<file path="src/rtl/reg_file_sb_pkg.sv">
// ============================================================================
// Module  : reg_file_sb_pkg
// Purpose : Shared constants and helpers for the scoreboarded register file.
// Rev     : 1.0 - initial release
// ============================================================================
`default_nettype none

package reg_file_sb_pkg;

  localparam int DEF_DATA_W = 32;
  localparam int DEF_ADDR_W = 4;
  localparam int DEF_NUM_RD = 2;

  // Register 0 is hardwired to zero and never marked pending.
  localparam int ZERO_REG = 0;

  // Upper bounds for the generic index-slice helper.
  localparam int IDX_MAX_W   = 16;
  localparam int IDX_BUS_MAX = 256;

  // Extracts port p's index from a packed index bus of aw-bit fields.
  function automatic logic [IDX_MAX_W-1:0] port_index(
    input logic [IDX_BUS_MAX-1:0] bus,
    input int unsigned            p,
    input int unsigned            aw
  );
    logic [IDX_BUS_MAX-1:0] shifted;
    logic [IDX_MAX_W-1:0]   mask;
    shifted = bus >> (p * aw);
    mask    = IDX_MAX_W'((64'd1 << aw) - 64'd1);
    return shifted[IDX_MAX_W-1:0] & mask;
  endfunction

endpackage

`default_nettype wire

</file>
<file path="src/rtl/reg_file_sb_popcnt.sv">
// ============================================================================
// Module  : reg_file_sb_popcnt
// Purpose : Combinational population count of the pending-write vector.
// Rev     : 1.0 - initial release
// ============================================================================
`default_nettype none

module reg_file_sb_popcnt #(
  parameter int N = 16,
  parameter int W = 5
) (
  input  logic [N-1:0] vec,
  output logic [W-1:0] count
);

  // Sum every set bit of the vector.
  always_comb begin
    count = '0;
    for (int i = 0; i < N; i++) begin
      count = count + W'(vec[i]);
    end
  end

endmodule

`default_nettype wire

</file>
<file path="src/rtl/reg_file_sb.sv">
// ============================================================================
// Module  : reg_file_sb
// Purpose : Parametrised register file (reg 0 = zero) with combinational read
//           ports and a per-register pending-write scoreboard for RAW hazard
//           detection between issue and write-back.
// Options : REG_FILE_SB_BYPASS_EN - forward same-cycle write-back data to the
//           read ports and clear their busy flag.
// Rev     : 1.0 - initial release
// ============================================================================
`default_nettype none

module reg_file_sb
  import reg_file_sb_pkg::*;
#(
  parameter int DATA_W = DEF_DATA_W,
  parameter int ADDR_W = DEF_ADDR_W,
  parameter int NUM_RD = DEF_NUM_RD
) (
  input  logic                     clk,
  input  logic                     rst,
  input  logic [NUM_RD*ADDR_W-1:0] rd_reg_index,
  output logic [NUM_RD*DATA_W-1:0] reg_data,
  output logic [NUM_RD-1:0]        rd_busy,
  input  logic                     wr_en,
  input  logic [ADDR_W-1:0]        wr_reg_index,
  input  logic [DATA_W-1:0]        wr_reg_data,
  input  logic                     iss_en,
  input  logic [ADDR_W-1:0]        iss_reg_index,
  output logic [ADDR_W:0]          pend_cnt
);

  localparam int NUM_REGS = 2 ** ADDR_W;
  localparam logic [ADDR_W-1:0] C_ZERO_IDX = ADDR_W'(ZERO_REG);

  logic [DATA_W-1:0]      r_regs [NUM_REGS];
  logic [NUM_REGS-1:0]    r_pend;
  logic [ADDR_W:0]        r_pend_cnt;
  logic [NUM_REGS-1:0]    w_pend_nxt;
  logic [ADDR_W:0]        w_pend_cnt_nxt;
  logic                   w_wr_ok;
  logic                   w_iss_ok;
  logic [IDX_BUS_MAX-1:0] w_idx_bus;

  assign w_wr_ok   = wr_en  && (wr_reg_index  != C_ZERO_IDX);
  assign w_iss_ok  = iss_en && (iss_reg_index != C_ZERO_IDX);
  assign w_idx_bus = IDX_BUS_MAX'(rd_reg_index);
  assign pend_cnt  = r_pend_cnt;

  // Next scoreboard: write-back clears, issue sets; issue applied last so a
  // same-index issue (new producer) wins over the retiring write.
  always_comb begin
    w_pend_nxt = r_pend;
    if (w_wr_ok) begin
      w_pend_nxt[wr_reg_index] = 1'b0;
    end
    if (w_iss_ok) begin
      w_pend_nxt[iss_reg_index] = 1'b1;
    end
  end

  reg_file_sb_popcnt #(
    .N (NUM_REGS),
    .W (ADDR_W + 1)
  ) u_popcnt (
    .vec   (w_pend_nxt),
    .count (w_pend_cnt_nxt)
  );

  // Register array, scoreboard and its count all update on the same edge.
  always_ff @(posedge clk) begin
    if (rst) begin
      for (int i = 0; i < NUM_REGS; i++) begin
        r_regs[i] <= '0;
      end
      r_pend     <= '0;
      r_pend_cnt <= '0;
    end else begin
      if (w_wr_ok) begin
        r_regs[wr_reg_index] <= wr_reg_data;
      end
      r_pend     <= w_pend_nxt;
      r_pend_cnt <= w_pend_cnt_nxt;
    end
  end

  // One combinational read port per slice of the packed index bus.
  generate
    for (genvar p = 0; p < NUM_RD; p++) begin : g_rd
      logic [ADDR_W-1:0] w_idx;
      logic [DATA_W-1:0] w_arr_data;

      assign w_idx      = ADDR_W'(port_index(w_idx_bus, p, ADDR_W));
      assign w_arr_data = (w_idx == C_ZERO_IDX) ? '0 : r_regs[w_idx];

`ifdef REG_FILE_SB_BYPASS_EN
      logic w_byp;
      assign w_byp = w_wr_ok && (wr_reg_index == w_idx);
      assign reg_data[p*DATA_W +: DATA_W] = w_byp ? wr_reg_data : w_arr_data;
      // A same-cycle issue to the bypassed index keeps the register busy.
      assign rd_busy[p] = w_byp ? (w_iss_ok && (iss_reg_index == w_idx))
                                : r_pend[w_idx];
`else
      assign reg_data[p*DATA_W +: DATA_W] = w_arr_data;
      assign rd_busy[p]                   = r_pend[w_idx];
`endif
    end
  endgenerate

endmodule

`default_nettype wire

</file>
<file path="config.mk">
export PLATFORM = sky130hd
export DESIGN_NAME = reg_file_sb
export DESIGN_NICKNAME = d
export VERILOG_FILES = /design/src/rtl/reg_file_sb_pkg.sv /design/src/rtl/reg_file_sb_popcnt.sv /design/src/rtl/reg_file_sb.sv
export SDC_FILE = /design/constraint.sdc
export NUM_CORES = 1
export LEC_CHECK = 0
export CAP_MARGIN = 20
export CORE_MARGIN = 10
export CORE_UTILIZATION = 50
export CTS_CLUSTER_DIAMETER = 40
export DETAILED_ROUTE_END_ITERATION = 10
export PLACE_DENSITY = 0.68
export REMOVE_ABC_BUFFERS = 1
export SYNTH_ARGS = -nofsm -noshare
export SYNTH_HDL_FRONTEND = slang
export SYNTH_SLANG_ARGS = --single-unit
</file>
<file path="constraint.sdc">
create_clock -name clk -period 5.4 [get_ports clk]
set_input_delay 0.81 -clock clk [delete_from_list [all_inputs] [get_ports clk]]
set_output_delay 0.81 -clock clk [all_outputs]
set_load 0.02 [all_outputs]
</file>
* Word-level counts from Yosys, hierarchy flattened
Memory sizes are Yosys's and may differ from the RTL's. Index checks and enable logic that the tools add are counted.
Word-level totals: output and inout bits 71, register bits 21, bits in writable memories 512, ROM bits 0, input bits 52, latch bits 0, memories 1, word-level logic and storage cells 56
Cells by class: add/sub/neg operators 15, multiply operators 0, order comparisons 6, shift-type cells 0, reduce and logical (&&, ||, !) cells 9, bitwise logic cells 3, equal/unequal tests 0, multiplexer cells 20, divide/modulo/power cells 0
Memory list:
- r_regs | depth 16, bits a word 32, read ports 2, clocked after Yosys merged registers in 0, wr ports 16, line reg_file_sb.sv:35 | logic [DATA_W-1:0] r_regs [NUM_REGS];
Operator list (count):
- $mux 32 | 3
- $add 5x1->5 | 14
- $mux 16 | 2
- $reduce_or 32->1 | 1
- $lt 4x5->1 const B | 4
- $and 16x16->16 | 1
- $not 16->16 | 1
- $or 16x16->16 | 1
- $mux 1 | 10
- $bmux 1 s4 | 2
- $demux 1 s4 | 2
- $ge 4x1->1 const B | 2
- $logic_not 4->1 | 2
- $reduce_bool 4->1 | 2
- $logic_and 1x1->1 | 4
- $mux 4 | 1
- $add 1x1->2 | 1

* Depth between registers and ports, before layout
Gate-level depths: netlist (run 1).
depth in word-level cells 24, depth in mapped cells 18, depth with buffers taken out 17

* By module
From an unflattened synthesis (run 1), not the netlist that was laid out.
Second synthesis, totals: cell total of the unflattened synthesis 1870, area, all modules 27241.1 µm²
By module, submodules not included:
- reg_file_sb | instances 1, sequential area each 14834.2 µm², area each 26760.7 µm², cells an instance 1817
- reg_file_sb_popcnt | instances 1, sequential area each 0.0 µm², area each 480.5 µm², cells an instance 53

* Least setup slack after synthesis (run 1)
Ideal clock, no wire load.
path kind input -> register, start in wr_reg_index[0], end reg r_pend_cnt[4] (netlist: pend_cnt[4]), library setup time 80 ps, buffers on the path 1, slack 370 ps, arrival 4951 ps, required time 5320 ps, stages on the path 17, cell sequence buf_2 nor2b_1 nand2_1 a22o_1 ha_1 inv_1 fa_1 fa_1 fa_1 inv_1 fa_1 inv_1 fa_1 fa_1 inv_1 a21oi_1 nor3b_1
Between the ends: word-level cells in the longest chain between the ends 24, elaborated cells between the ends (all ways) 27, classes of those cells add/sub: 15; order compare: 2; mux: 4; bitwise: 3; reduce/logical: 3
RTL lines:
- start: declaration | line reg_file_sb.sv:25 | input logic [ADDR_W-1:0] wr_reg_index,
- $lt 4x5->1 (implied by the code) or $ge 4x1->1 (tied branches) | line reg_file_sb.sv:54 | w_pend_nxt[wr_reg_index] = 1'b0;
- $logic_and 1x1->1 (implied by the code) | line reg_file_sb.sv:54
- $mux 1 (implied by the code) | line reg_file_sb.sv:54
- $demux 1 s4 | line reg_file_sb.sv:54
- $not 16->16 (no line)
- $and 16x16->16 (no line)
- $mux 16 (*) | line reg_file_sb.sv:53 | if (w_wr_ok) begin
- $or 16x16->16 (no line)
- $mux 16 (*) | line reg_file_sb.sv:56 | if (w_iss_ok) begin
- via u_popcnt.vec[1] | line reg_file_sb_popcnt.sv:12 | input logic [N-1:0] vec,
- $add 1x1->2 (*) | line reg_file_sb_popcnt.sv:20 | count = count + W'(vec[i]);
- $add 5x1->5 (*) (14 in a row) | line reg_file_sb_popcnt.sv:20
- end signal: assignment | line reg_file_sb.sv:82 | r_pend_cnt <= w_pend_cnt_nxt;
- end: declaration | line reg_file_sb.sv:37 | logic [ADDR_W:0] r_pend_cnt;
Mark *: on every way through the listed nets, which the timed path passes. The rest lies on a longest branch. A chain may end at the register's enable or synchronous reset.

* Final worst setup path (run 1)
start in wr_en, end reg r_pend_cnt[4] (netlist: pend_cnt[4])
Between the ends: word-level cells in the longest chain between the ends 19
RTL lines:
- start: declaration | line reg_file_sb.sv:24 | input logic wr_en,
- $logic_and 1x1->1 (*) | line reg_file_sb.sv:44 | assign w_wr_ok = wr_en && (wr_reg_index != C_ZERO_IDX);
- $mux 16 (*) | line reg_file_sb.sv:53
- $or 16x16->16 (no line)
- $mux 16 (*) | line reg_file_sb.sv:56
- via u_popcnt.vec[1] | line reg_file_sb_popcnt.sv:12
- $add 1x1->2 (*) | line reg_file_sb_popcnt.sv:20
- $add 5x1->5 (*) (14 in a row) | line reg_file_sb_popcnt.sv:20
Marks and branches as above.

==> results of run 1 <==
[sequential cells by signal, indices dropped and copies added, names as in the netlist]
signal	flops
pend_cnt	5
r_pend	16
r_regs	480
[power by group through the flow]
stage	Combinational [uW]	Clock [uW]	Sequential (uW)
after CTS	1310	5370	4610
after floorplan	660	0	4650
after detailed placement	1300	0	4680
after global placement	1290	0	4670
after global routing	1390	5550	4640
final	1320	5330	4620
[path summary, 6_finish.rpt]
path            endpoint  slack [ns]  cells past startpoint
max          pend_cnt[4]        0.41                     18
max reg2reg  pend_cnt[4]        1.14                     14
min reg2reg    r_pend[0]        0.53                      1
min            r_pend[0]        0.53                      1
[metrics by stage]
stage	hold WS, ns	utilization
6_report	0.5306	0.5952
5_1_grt	0.5528	0.5952
4_1_cts	0.5366	0.5947
3_5_place_dp	0.5275	0.5418
3_3_place_gp	0.5213	0.5414
2_1_floorplan	0.4675	-
[layer usage]
| layer | share of wire | GRT usage | vias to the layer above |
|---|---|---|---|
| met4 | 0.026 | 0.08759 | 2 |
| met5 | 0.00015 | 0 | - |
| met1 | 0.40 | 0.3547 | 9448 |
| met3 | 0.11 | 0.05798 | 168 |
| li1 | - | - | 7710 |
| met2 | 0.47 | 0.4213 | 1168 |
[kinds of logic (layout without fill, tap and decap cells)]
logic type      count (synthesis)  after routing  share of synthesized area
simple gates                  656            656                     0.1431
fa+ha+maj                      15             15                   0.009729
other cells                     0              1                          0
buf+inv                       200            376                    0.03498
xor+xnor                        1              1                  0.0003244
compound gates                241            241                    0.06259
mux                           363            363                     0.2000
flops                         501            501                     0.5493
[cell type report]
class | count | area (um2) | share of cell area
Inverter | 11 | 41.29 | 0.001294
Sequential cell | 501 | 14830 | 0.4650
Clock buffer | 92 | 2217 | 0.06949
Multi-Input combinational cell | 1276 | 11330 | 0.3551
Timing Repair Buffer | 209 | 1992 | 0.06243
Clock inverter | 64 | 618.1 | 0.01937
Antenna cell | 1 | 2.502 | 0.00007843
Tap cell | 696 | 870.8 | 0.02730
[cells in the final DEF (no fill, tap or decap), drive strengths merged, types with 23 or more instances in the layout]
cell / netlist / routed
a2111oi: 29 / 29
a21oi: 66 / 66
a221o: 33 / 33
a22oi: 41 / 41
and2: 483 / 483
buf: 86 / 93
clkbuf: 103 / 93
clkdlybuf4s50: 0 / 115
clkinv: 0 / 35
edfxtp: 480 / 480
inv: 11 / 27
mux2: 33 / 33
mux2i: 192 / 192
mux4: 138 / 138
nand2: 23 / 23
nor2: 91 / 91
o22ai: 59 / 59
==> metrics, run 1 <==
outcome=complete, no violations; maximum VDD drop=roughly 0.24 mV; Flop pwr share=0.410; TritonCTS Buffers=83; crit path capture type=register; worst path cell trace=clkdlybuf4s50_1, nor3b_1, buf_4, nand2_1, a22o_1, ha_1, inv_1, fa_1, fa_1, fa_1, inv_1, fa_1, inv_1, fa_1, fa_1, inv_1, a21oi_1, nor3b_1; # clock sinks=501; EDFF count, synth=between 400 and 500; Vias/cell=6.490; initial DRC count=around 2,200; switching share of power=0.2574; CP startpoint kind=primary input; slew margin rel.=0.2426; cell mode on critical path=fa_1; top cell family by delay on the critical path=adder cells; IO Pins=between 100 and 150; actual slew at the worst max-slew pin=1.134 ns; post-placement cell area=0.02904 mm2; fillers=4,124; gr usage total=0.2645; htree depth=3; Max Fclk=0.2005 GHz; Psw=2900 uW; via count=18,496; Die X=252.4 um; layout cell share with drive strength beyond 1=0.2076; synth cell count leaders=482 x and2_1, 480 x edfxtp_1, 192 x mux2i_1; final cell count without fillers=2,850; Max-cap violations=0; Post-DRT Antenna Nets=0; Final Hold Fails=0; Root Driver=clkbuf_16; crit path DAT=5.53 ns; CP max stage delay=roughly 0.52 ns; clock skew=0.007924 ns; WL/cell=29.71 um; Req. time, crit path=5.94 ns; Post-route DRC=0; crit path max fanout=3; cell taking the most area after synthesis=edfxtp_1; clock-pin slew on the worst setup and hold paths=approximately 0.06 ns; Nets=2,149; CTS tree=yes; initial antenna violation count=1; final setup fails=0; warnings from Yosys=0; Mapped Cells=1,977; grt ovf=0; pwr dens=353.0 mW/mm2; final setup margin=0.4129 ns; Max Buffers Root-to-Sink=3; share of the synthesized area in the top cell type=0.5337; crit path kind=in -> reg; Initial Util=0.5039; main area contributors after synthesis=edfxtp_1 53%, mux4_2 12%, and2_1 11%, mux2i_1 7.1%, dfxtp_1 1.6%; synth-to-layout area growth=18.13%; Tmin final=4.987 ns; Setup TNS=0 ns; CP bufs+invs=6; slowest CP cell=fa_1; mapped cell area=0.02701 mm2; Yosys reg bits=between 500 and 600; RSZ-0062 raised after global routing=no; Hold Path Class=reg -> reg; clock power share=0.473; ys flop type=edfxtp_1; row count=85; Netlist cell types=42; Crit Reg-Reg Startpoint=r_pend[1]; pre-CTS WS=-0.2200 ns; Final Max Slew Viols=0; vias in the first global route=18,967; Logic pwr share=0.117; Post-DP HPWL=49.07 mm; cts repair resizes=0; die height=252.4 um; Clk Latency, worst-skew pair=0.63 ns; Syn Area/Cell=13.66 um2; pin count of the biggest net entering global routing=81; # port buffers=122; Die ar.=0.06371 mm2; DP Cell Count=2,692; Hold Path Origin=r_pend[0]; Internal=between 8000 and 9000 uW; post-CTS setup buffers=0; drt total wl=84.68 mm; CTS Hold Bufs=0; TritonRoute pass-1 iters=5; Leakage Power=between 0.01 and 0.015 uW; Final GP Congestion=0.9193; core area=approximately 0.054 mm2; Final period util=0.9235; Design Power=11,260 uW; Worst Setup SP=wr_en; first-pass GRT wire length=124.4 mm; sequential-to-total area share from yosys stat=0.5493; cell area after layout=0.03190 mm2; Synth async-reset ratio=0; most frequent cell after synthesis=and2_1
No activity file was read; power rests on OpenSTA's default activity.
==> run 2: changes to the inputs <==
CORE_ASPECT_RATIO = 1.1   (was not set)
PLACE_DENSITY = not set   (was 0.68)
PLACE_DENSITY_LB_ADDON = 0.2   (was not set)
clock period = 6.2 ns   (was 5.4 ns; I/O delays follow)
==> run 2 against run 1 <==
Compared with the run above:
- critical path depth shrank 1
- hold slack improved by 0.020 ns
- routed wire length is 3.1% lower
- combinational power decreased by 15%
- core utilization is 0.78 points lower
- non-clock buffer count shrank 24
- global-route usage is 1.0 points lower
- first-iteration DRC count down 17%
- register-to-register slack improved by 0.79 ns
- largest cell class unchanged
- highest routed layer unchanged
==> metrics, run 2 (synthesized netlist as in run 1, its figures left out) <==
row count=89; TritonRoute pass-1 iters=5; post-placement cell area=~0.029 mm2; TritonCTS Buffers=76; reg2reg end=pend_cnt[4]; initial DRC count=roughly 1,800; Crit Reg-Reg Startpoint=r_pend[1]; Max Buffers Root-to-Sink=3; first-pass GRT wire length=between 100 and 150 mm; post-CTS setup buffers=0; cell area after layout=around 0.031 mm2; Max Fclk=0.1854 GHz; Die X=241.6 um; Req. time, crit path=6.73 ns; # clock sinks=501; Final period util=0.8701; Hold Path Origin=r_pend[0]; slew margin rel.=0.2224; worst hold endpoint=r_pend[0]; RSZ-0062 raised after global routing=no; via count=17,958; Setup TNS=0 ns; R2R Setup Slk=1.93 ns; Ant. Diodes=0; worst path cell trace=clkdlybuf4s50_1, nor3b_1, nand2_1, a22o_1, ha_1, inv_1, fa_1, fa_1, fa_1, inv_1, fa_1, inv_1, fa_1, fa_1, inv_1, a21oi_1, nor3b_1; Clk Latency, worst-skew pair=~0.6 ns; max reg flops=480; Root Driver=clkbuf_16; cell mode on critical path=fa_1; layout cell share with drive strength beyond 1=0.1878; Post-DP HPWL=45.21 mm; crit path kind=in -> reg; R2R cell count=14; initial antenna violation count=2; core area=between 0.05 and 0.06 mm2; drt total wl=82.04 mm; Post-DRT Antenna Nets=0; maximum VDD drop=0.2025 mV; DP Cell Count=2,701; clock-pin slew on the worst setup and hold paths=0.05 ns; hold depth=1; final cell count without fillers=2,842; IO Pins=123; fillers=about 4,200; pwr dens=around 300 mW/mm2; Final GP Congestion=approximately 0.86; most common cell after layout, fill and taps aside=and2_1; crit path max fanout=8; Hold Path Class=reg -> reg; Final Max Slew Viols=0; grt ovf=0; commonest non-fill, non-tap cells in the layout=483 x and2_1, 480 x edfxtp_1, 192 x mux2i_1; Post-route DRC=0; Vias/cell=6.319; synth-to-layout area growth=16.49%; Final Hold Fails=0; CP max stage delay=0.59 ns; htree depth=3; gr usage total=0.2541; outcome=complete, no violations; CTS tree=yes; WL/cell=28.87 um; clock skew=0.01256 ns; Max-cap violations=0; CP startpoint kind=primary input; slowest CP cell=clkdlybuf4s50_1; Top reg by flops=r_regs; Nets=around 2,100; crit path capture type=register; CTS Hold Bufs=0; final setup fails=0; cts repair resizes=0; Tmin final=~5.4 ns; crit path DAT=between 5 and 6 ns; Design Power=approximately 9500 uW; Leakage Power=0.01131 uW; Initial Util=0.5042; actual slew at the worst max-slew pin=around 1.2 ns; Die ar.=0.06372 mm2; vias in the first global route=18,756; die height=263.8 um; pin count of the biggest net entering global routing=between 90 and 100; # port buffers=122
## run 2: changes by cell type in the layout (fill, tap and decap cells not counted), moves of 4 or more
cell	delta
clkbuf_16	-10
clkbuf_1	+6
buf_4	-21
clkinv_2	-8
clkinv_1	+4
## run 2: power breakdown
part / internal (uW) / leakage (uW) / switching (uW)
sequential: 3920 / 0.00477 / 104
combinational: 482 / 0.00531 / 638
clock: 2700 / 0.00124 / 1620
total: 7100 / 0.0113 / 2360
## run 2: worst max path at each step
stage / from / end
finish: wr_en / pend_cnt[4]
global route: wr_en / pend_cnt[4]
global placement: wr_en / pend_cnt[4]
detailed placement: wr_en / pend_cnt[4]
floorplan: wr_reg_index[3] / pend_cnt[4]
CTS: wr_en / pend_cnt[4]
## run 2: per-stage QoR
step | hold WS (ns) | utilization | setup WS, ns
6_report | 0.5503 | 0.5874 | 0.8051
5_1_grt | 0.5593 | 0.5874 | 0.5903
4_1_cts | 0.5390 | 0.5874 | 0.8489
3_5_place_dp | 0.5318 | 0.5394 | 0.2833
3_3_place_gp | 0.5271 | 0.5389 | 0.3062
2_1_floorplan | 0.4675 | - | 1.139
## run 2: routing by layer
layer / vias to the layer above / part of all wire / GRT usage
met3: 163 / 0.086 / 0.04824
met2: 947 / 0.49 / 0.4241
met5: - / 0.00033 / 0
met4: 4 / 0.026 / 0.08658
met1: 9209 / 0.40 / 0.3278
li1: 7635 / - / -
## run 2: final cells by class
type | instances | area, um2 | area share
clock buffers | 88 | 1989 | 0.06323
clock inverters | 53 | 580.6 | 0.01845
inverters | 11 | 41.29 | 0.001312
multi-input cells | 1276 | 11330 | 0.3602
flip-flops and latches | 501 | 14830 | 0.4715
well taps | 728 | 910.9 | 0.02895
repair buffers | 185 | 1774 | 0.05639
## run 2: critical path, delay by kind of cell
family,cells,cell delay [ns]
buffers and inverters,5,0.84
and+or+nand+nor,3,0.71
AOI/OAI and AO/OA,2,0.28
adders and majority gates,7,3.16
==> run 3: changes to the inputs <==
CELL_PAD_IN_SITES_DETAIL_PLACEMENT = 1   (was not set)
CELL_PAD_IN_SITES_GLOBAL_PLACEMENT = 1   (was not set)
PLACE_DENSITY = 0.84   (was not set)
PLACE_DENSITY_LB_ADDON = not set   (was 0.2)
==> run 3 against run 2 <==
Compared with the run above:
- first-iteration DRC count up 35%
- critical path depth is the same
- register-to-register slack worse by 0.10 ns
- combinational power grew 4%
- count of clock-buffer cells in the layout fell by 2
- clock skew decreased by 0.0067 ns
- core utilization grew 0.31 points
- power up 4.3%
- via count grew 7.4%
- cell area is 0.52% higher
- fmax decreased by 1.5%
- cell count rose by 0.39%
==> metrics, run 3 (synthesized netlist as in run 1, its figures left out) <==
final setup fails=0; Hold Path Class=reg -> reg; final setup margin=0.7241 ns; hold depth=1; Final Max Slew Viols=0; outcome=complete, no violations; pin count of the biggest net entering global routing=93; max reg flops=480; Crit Reg-Reg Startpoint=r_pend[1]; grt ovf=0; layout cell share with drive strength beyond 1=0.1953; pwr dens=roughly 310 mW/mm2; die height=roughly 260 um; CTS Hold Bufs=0; synth-to-layout area growth=17.10%; CTS tree=yes; slew margin rel.=0.2088; R2R cell count=14; Max Fclk=approximately 0.18 GHz; first-pass GRT wire length=141.4 mm; Final GP Congestion=0.9127; Max-cap violations=0; htree depth=3; gr usage total=0.2961; Final Hold Fails=0; vias in the first global route=20,965; Top reg by flops=r_regs; R2R Setup Slk=1.83 ns; most common cell after layout, fill and taps aside=and2_1; TritonRoute pass-1 iters=5; DP Cell Count=2,699; TritonCTS Buffers=80; core area=between 0.05 and 0.06 mm2; Root Driver=clkbuf_16; Nets=2,121; Die X=241.6 um; Vias/cell=6.759; CP startpoint kind=primary input; Clk Latency, worst-skew pair=0.63 ns; commonest non-fill, non-tap cells in the layout=483 x and2_1, 480 x edfxtp_1, 192 x mux2i_1; drt total wl=95.99 mm; # port buffers=122; WL/cell=between 30 and 40 um; Setup TNS=0 ns; Worst Setup SP=wr_en; row count=89; Post-DRT Antenna Nets=0; Die ar.=0.06372 mm2; crit path capture type=register; via count=19,283; Post-Route Hold Slack=0.5485 ns; Tmin final=5.476 ns; post-CTS setup buffers=0; Post-route DRC=0; clock-pin slew on the worst setup and hold paths=0.06 ns; initial DRC count=about 2,500; clock skew=0.005845 ns; Req. time, crit path=approximately 6.7 ns; Initial Util=0.5042; RSZ-0062 raised after global routing=no; actual slew at the worst max-slew pin=1.184 ns; IO Pins=~120; crit path kind=in -> reg; initial antenna violation count=7; maximum VDD drop=0.2356 mV; critical path endpoint=pend_cnt[4]; Max Buffers Root-to-Sink=3; reg2reg end=pend_cnt[4]; Post-DP HPWL=52.49 mm; Final period util=0.8832; Leakage Power=0.01137 uW; # clock sinks=501; pre-CTS WS=0.1367 ns; final cell count without fillers=2,853; crit path DAT=6.02 ns; crit path max fanout=8; cts repair resizes=0
run 3: where the power goes:
part	switching, uW	internal (uW)
Combinational	690	484
Clock	1830	2830
Sequential	129	3920
Total	2650	7230
run 3: final cells by class:
cell class / instances / area (um2)
Tap cell: 728 / 910.9
Inverter: 11 / 41.29
Multi-Input combinational cell: 1276 / 11330
Clock inverter: 62 / 701.9
Fill cell: 4992 / 21940
Antenna cell: 5 / 12.51
Timing Repair Buffer: 184 / 1754
Clock buffer: 86 / 2044
Sequential cell: 501 / 14830
run 3: how the worst min path moves through the flow:
stage	end	slack (ns)	from
after CTS	r_pend[0]	0.53	r_pend[0]
after global placement	r_pend[0]	0.51	r_pend[0]
after floorplan	r_pend[0]	0.47	r_pend[0]
after global routing	r_pend[0]	0.55	r_pend[0]
final	r_pend[0]	0.55	r_pend[0]
after detailed placement	r_pend[0]	0.52	r_pend[0]
run 3: metal layers:
metal | part of all wire | global-route usage | vias up
met3 | 0.11 | 0.06268 | 262
met5 | 0.00035 | 0 | -
met1 | 0.37 | 0.3656 | 9975
li1 | - | - | 7653
met2 | 0.49 | 0.4902 | 1389
met4 | 0.038 | 0.1412 | 4
run 3: metrics by stage:
stage                     area [um2]  power (uW)    util
final                          31630        9875  0.5904
after CTS                      31590        9854  0.5898
after global placement         28820        5165  0.5380
after detailed placement       28850        5233  0.5386
after global routing           31620       10100  0.5903
after floorplan                26100        4621       -
run 3: critical path, cell delays in order:
cell             delay, ns
clkdlybuf4s50_1       0.59
nor3b_1               0.39
nand2_1               0.16
a22o_1                0.23
ha_1                  0.29
inv_1                 0.07
fa_1                  0.46
fa_1                  0.54
fa_1                  0.54
inv_1                 0.06
fa_1                  0.50
inv_1                 0.06
fa_1                  0.44
fa_1                  0.47
inv_1                 0.07
a21oi_1               0.06
nor3b_1               0.15
